==> config.mk <==
export PLATFORM = sky130hd
export DESIGN_NAME = spi_slave_reg_ctrl
export DESIGN_NICKNAME = d
export VERILOG_FILES = /design/src/rtl/spi_slave_pkg.sv /design/src/rtl/spi_slave_reg_ctrl.sv
export SDC_FILE = /design/constraint.sdc
export NUM_CORES = 1
export LEC_CHECK = 0
export ABC_AREA = 0
export BUFFER_PORTS_ARGS = -buffer_cell sky130_fd_sc_hd__clkbuf_2
export CORE_AREA = 2 2 61 63
export CTS_CLUSTER_SIZE = 8
export DETAILED_ROUTE_END_ITERATION = 12
export DIE_AREA = 0 0 63 65
export PLACE_DENSITY = 0.67
export SLEW_MARGIN = 20
export SYNTH_ARGS = -nofsm -noshare
export SYNTH_HDL_FRONTEND = slang
export SYNTH_SLANG_ARGS = --single-unit
==> constraint.sdc <==
create_clock -name sclk -period 1.7 [get_ports sclk]
set_input_delay 0.34 -clock sclk [delete_from_list [all_inputs] [get_ports sclk]]
set_output_delay 0.34 -clock sclk [all_outputs]
set_load 0.05 [all_outputs]
==> src/rtl/spi_slave_pkg.sv <==
// rtl/spi_slave_pkg.sv - shared types, opcodes and address helper for the SPI slave register controller
package spi_slave_pkg;

  typedef enum logic [2:0] {
    IDLE,
    CMD,
    WR_DATA,
    RD_DATA,
    IGNORE
  } state_e;

  localparam logic [5:0] SPI_REG_WR_OPC = 6'h1C;
  localparam logic [5:0] SPI_REG_RD_OPC = 6'h1D;

  function automatic logic [1:0] addr_next(input logic [1:0] addr, input logic auto_inc);
    return auto_inc ? addr + 2'd1 : addr;
  endfunction

endpackage

==> src/rtl/spi_slave_reg_ctrl.sv <==
// rtl/spi_slave_reg_ctrl.sv - command sequencer between the SPI byte path and the config register file
module spi_slave_reg_ctrl
  import spi_slave_pkg::*;
#(
  parameter logic [5:0] WR_OPC   = SPI_REG_WR_OPC,
  parameter logic [5:0] RD_OPC   = SPI_REG_RD_OPC,
  parameter bit         AUTO_INC = 1'b1
) (
  input  logic       sclk,
  input  logic       rst,
  input  logic       cs_active,
  input  logic [7:0] rx_data,
  input  logic       rx_valid,
  input  logic       tx_done,
  output logic [7:0] tx_data,
  output logic       tx_load,
  output logic [7:0] reg_wr_data,
  output logic [1:0] reg_wr_addr,
  output logic       reg_wr_valid,
  output logic [1:0] reg_rd_addr,
  input  logic [7:0] reg_rd_data,
  output logic [7:0] err_cnt,
  output logic       busy
);

  state_e     state_q, state_d;
  logic [1:0] addr_q, addr_d;
  logic [1:0] wr_addr_q, wr_addr_d;
  logic [7:0] wr_data_q, wr_data_d;
  logic       wr_valid_q, wr_valid_d;
  logic       tx_load_q, tx_load_d;
  logic       ld_pend_q, ld_pend_d;
  logic [7:0] err_cnt_q, err_cnt_d;
  logic       busy_q, busy_d;

  always_comb begin
    state_d    = state_q;
    addr_d     = addr_q;
    wr_addr_d  = wr_addr_q;
    wr_data_d  = wr_data_q;
    wr_valid_d = 1'b0;
    tx_load_d  = 1'b0;
    ld_pend_d  = 1'b0;
    err_cnt_d  = err_cnt_q;
    busy_d     = (state_q != IDLE);

    case (state_q)
      IDLE: begin
        if (cs_active) state_d = CMD;
      end
      CMD: begin
        if (rx_valid) begin
          if (rx_data[7:2] == WR_OPC) begin
            if (cs_active) begin
              addr_d  = rx_data[1:0];
              state_d = WR_DATA;
            end
          end else if (rx_data[7:2] == RD_OPC) begin
            if (cs_active) begin
              addr_d    = rx_data[1:0];
              state_d   = RD_DATA;
              tx_load_d = 1'b1;
            end
          end else begin
            // Illegal opcodes are counted even when chip select drops with them.
            if (err_cnt_q != 8'hFF) err_cnt_d = err_cnt_q + 8'd1;
            state_d = IGNORE;
          end
        end
      end
      WR_DATA: begin
        if (rx_valid) begin
          wr_valid_d = 1'b1;
          wr_data_d  = rx_data;
          wr_addr_d  = addr_q;
          addr_d     = addr_next(addr_q, AUTO_INC);
        end
      end
      RD_DATA: begin
        // Advance the address first so the register file settles before the load.
        if (tx_done && cs_active) begin
          addr_d    = addr_next(addr_q, AUTO_INC);
          ld_pend_d = 1'b1;
        end
        if (ld_pend_q && cs_active) tx_load_d = 1'b1;
      end
      IGNORE: ;
      default: state_d = IDLE;
    endcase

    if (state_q != IDLE && !cs_active) state_d = IDLE;
  end

  always_ff @(posedge sclk) begin
    if (rst) begin
      state_q    <= IDLE;
      addr_q     <= 2'd0;
      wr_addr_q  <= 2'd0;
      wr_data_q  <= 8'd0;
      wr_valid_q <= 1'b0;
      tx_load_q  <= 1'b0;
      ld_pend_q  <= 1'b0;
      err_cnt_q  <= 8'd0;
      busy_q     <= 1'b0;
    end else begin
      state_q    <= state_d;
      addr_q     <= addr_d;
      wr_addr_q  <= wr_addr_d;
      wr_data_q  <= wr_data_d;
      wr_valid_q <= wr_valid_d;
      tx_load_q  <= tx_load_d;
      ld_pend_q  <= ld_pend_d;
      err_cnt_q  <= err_cnt_d;
      busy_q     <= busy_d;
    end
  end

  // Read data is combinational from addr, so it is presented in the load cycle itself.
  assign tx_data      = tx_load_q ? reg_rd_data : 8'h00;
  assign tx_load      = tx_load_q;
  assign reg_wr_data  = wr_data_q;
  assign reg_wr_addr  = wr_addr_q;
  assign reg_wr_valid = wr_valid_q;
  assign reg_rd_addr  = addr_q;
  assign err_cnt      = err_cnt_q;
  assign busy         = busy_q;

endmodule
==> reports/metrics.cfg <==
[status]
status=complete, no violations

[cts]
cts.clk_slew.worst_paths_ns=0.15
clk_latency_ns=0.32
root_buffer=clkbuf_4
cts_made_buffers=3
holdBufCountCts=0
cts.path.max_buffers=2
clock_sinks=27
cts_max_level=1
tritoncts=built

[worst_setup_path]
crit_chain=and4bb_2 > o21ai_4 > buf_12 > or4_1 > a21oi_1
crit_arrival_ns=1.89
worst-path-stages=5
cp_top_family=simple AND/OR/NAND/NOR gates
end_kind=register
startpoint=state_q[1]
critPathMaxStageDelay_ns=0.49
crit_fanout=12
ff2ff_path_depth=5
critPathLaunchType=register
crit_type=reg2reg
slowest_stage=or4_1
crit_required_ns=1.96
crit_path_end=err_cnt[4]
r2r_start=state_q[1]
reg2reg_slack_ns=0.07
r2r_end=err_cnt[4]
cp.buffers_inverters=1

[detailed_routing]
dr.pass1.iters=4
drc_errors=0
viasPerCell=5.074
vias=1365
wl_um=3173
antenna_left=0
drtIter0Drc=56
routedWlPerCell_um=11.80

[timing]
period_needed_ns=1.631
worst-slew-pin-transition_ns=0.4811
max_freq_ghz=0.6132
min_period_over_period_pct=95.92
final_max_slew_viol_count=0
slew_headroom_pct=67.51
finalSetupViolCount=0
hold_viol=0
finClkSkew_ns=0.003380
setup_tns_ns=0
grt_setup_unrepaired=false

[global_routing]
grtUsageTotal_pct=15.28
grt_start_max_net_pins=20
grt_pass1_vias=1116
grt_pass1_wl_um=5112
grt_overflow=0
antenna_found_initial=0

[synthesis]
synth.most_common_cell=dfxtp_1
yosysTopAreaCell=dfxtp_1
synth_top_area_share_pct=40.99
ys_async_sr_fraction_pct=0
ys_warn_count=0
synth_edf_count=0
netlist_area_um2=1319
yosys.cell_types.count=38
synthFlopType=dfxtp_1
synth_area_leaders=dfxtp_1, a21oi_1, nand2_1
synth_common_cells=dfxtp_1, nand2_1, a21oi_1
ys_seq_elements=27
syn_inst=162
syn_avg_cell_area_um2=8.141
syn_nets=184
yosysSeqAreaShare_pct=40.99

[placed_design]
port_buffers=51
place.gp.congestion=0.7811
dpl.hpwl_um=2425

[die]
die-area_um2=4095
coreArea_um2=3496
dieHeight_um=65
start_util_pct=37.72
ios=52
row_count=22
fp.dieW_um=63

[finish]
layout.nets=244
diodes=0
area_growth_pct=32.73
post_route_cells_drive_above_1_share_pct=37.10
fill_cells=365

[power]
cellLeakagePower_nw=0.7187
irDropWorstVdd_mv=0.3395
powerDensity_nw_per_um2=725.6
finalPower_mw=1.270

[worst_hold_path]
hold_path.class=in2reg

[run]
drv_cap=0

==> cell families (layout without fill, tap and decap cells) <==
family | Yosys count | after routing | synth area share [%]
flops | 27 | 27 | 40.99
compound gates | 42 | 42 | 20.59
buf+inv | 13 | 72 | 3.890
mux | 2 | 2 | 1.708
fa+ha+maj | 1 | 1 | 0.9486
simple gates | 77 | 77 | 31.88
==> area by class of cell <==
cell class	count	area [um2]	share of cell area, %
Clock buffer	3	22.52	1.287
Clock inverter	1	5.005	0.2859
Inverter	4	15.01	0.8578
Multi-Input combinational cell	122	734.5	41.96
Sequential cell	27	548.0	31.31
Tap cell	48	60.06	3.431
Timing Repair Buffer	64	365.4	20.87
==> state kept, by name (all words and copies together) (netlist names), 2 cells and up <==
register     flops
err_cnt          8
reg_rd_addr      2
state_q          3
reg_wr_data      8
reg_wr_addr      2
==> stage by stage <==
step,setup WS [ns],hold WS (ns),utilization (%),std cells,cell area (um2)
6_report,0.06929,0.2273,50.07,269,1750
5_1_grt,0.006059,0.2369,50.07,269,1750
4_1_cts,0.07206,0.2187,49.61,268,1734
3_5_place_dp,0.008424,0.4484,48.82,264,1707
3_3_place_gp,0.03574,0.4418,48.82,264,1707
2_1_floorplan,0.01846,0.4265,-,162,1325
==> report_power, final <==
part	leakage [nW]	switching [mW]	internal [mW]	total (mW)
clock network	0.0177	0.188	0.0881	0.276
logic	0.480	0.189	0.132	0.321
registers	0.221	0.0152	0.658	0.673
==> worst register-to-register path: stages (launching register included) <==
cell and delay, ns:
dfxtp_2 0.36, and4bb_2 0.34, o21ai_4 0.10, buf_12 0.15, or4_1 0.49, a21oi_1 0.14
==> per-layer routing <==
| metal | up-vias | part of all wire, % | GRT usage [%] |
|---|---|---|---|
| li1 | 701 | - | - |
| met1 | 618 | 48 | 21.15 |
| met2 | 42 | 45 | 24.60 |
| met3 | 4 | 5.5 | 2.431 |
| met4 | 0 | 1.2 | 4.167 |
| met5 | - | 0 | 0 |
==> worst min path at each step <==
stage	depth (start not counted)	endpoint	slack (ns)	start
global placement	2	reg_wr_addr[0]	0.44	reg_wr_addr[0]
CTS	3	ld_pend_q	0.22	tx_done
floorplan	2	tx_load	0.43	ld_pend_q
detailed placement	2	reg_wr_data[7]	0.45	reg_wr_data[7]
finish	3	ld_pend_q	0.23	tx_done
global route	3	ld_pend_q	0.24	tx_done
==> placed cells by master (no fill, tap or decap), types with 2 or more instances in the layout <==
cell type	n
clkbuf_2	51
nand2_1	25
dfxtp_1	21
a21oi_1	19
buf_4	12
and2_1	10
nor2_1	9
dfxtp_2	6
or4_1	5
nand3_1	5
inv_1	4
o41ai_1	4
nor2b_1	4
o21ai_0	4
nand2b_1	3
nand3b_1	3
o31ai_1	3
clkbuf_4	3
or3b_1	2
nor3_1	2
mux2_2	2
a32o_1	2
or2_2	2
a31oi_1	2
==> repair_timing <==
action	in CTS	in global routing
endpoints found under the setup margin	0	2
endpoints found under the hold margin	0	0
buffers inserted	0	1
resized for setup	0	3
Note: power is estimated with default switching activity, not from simulation.
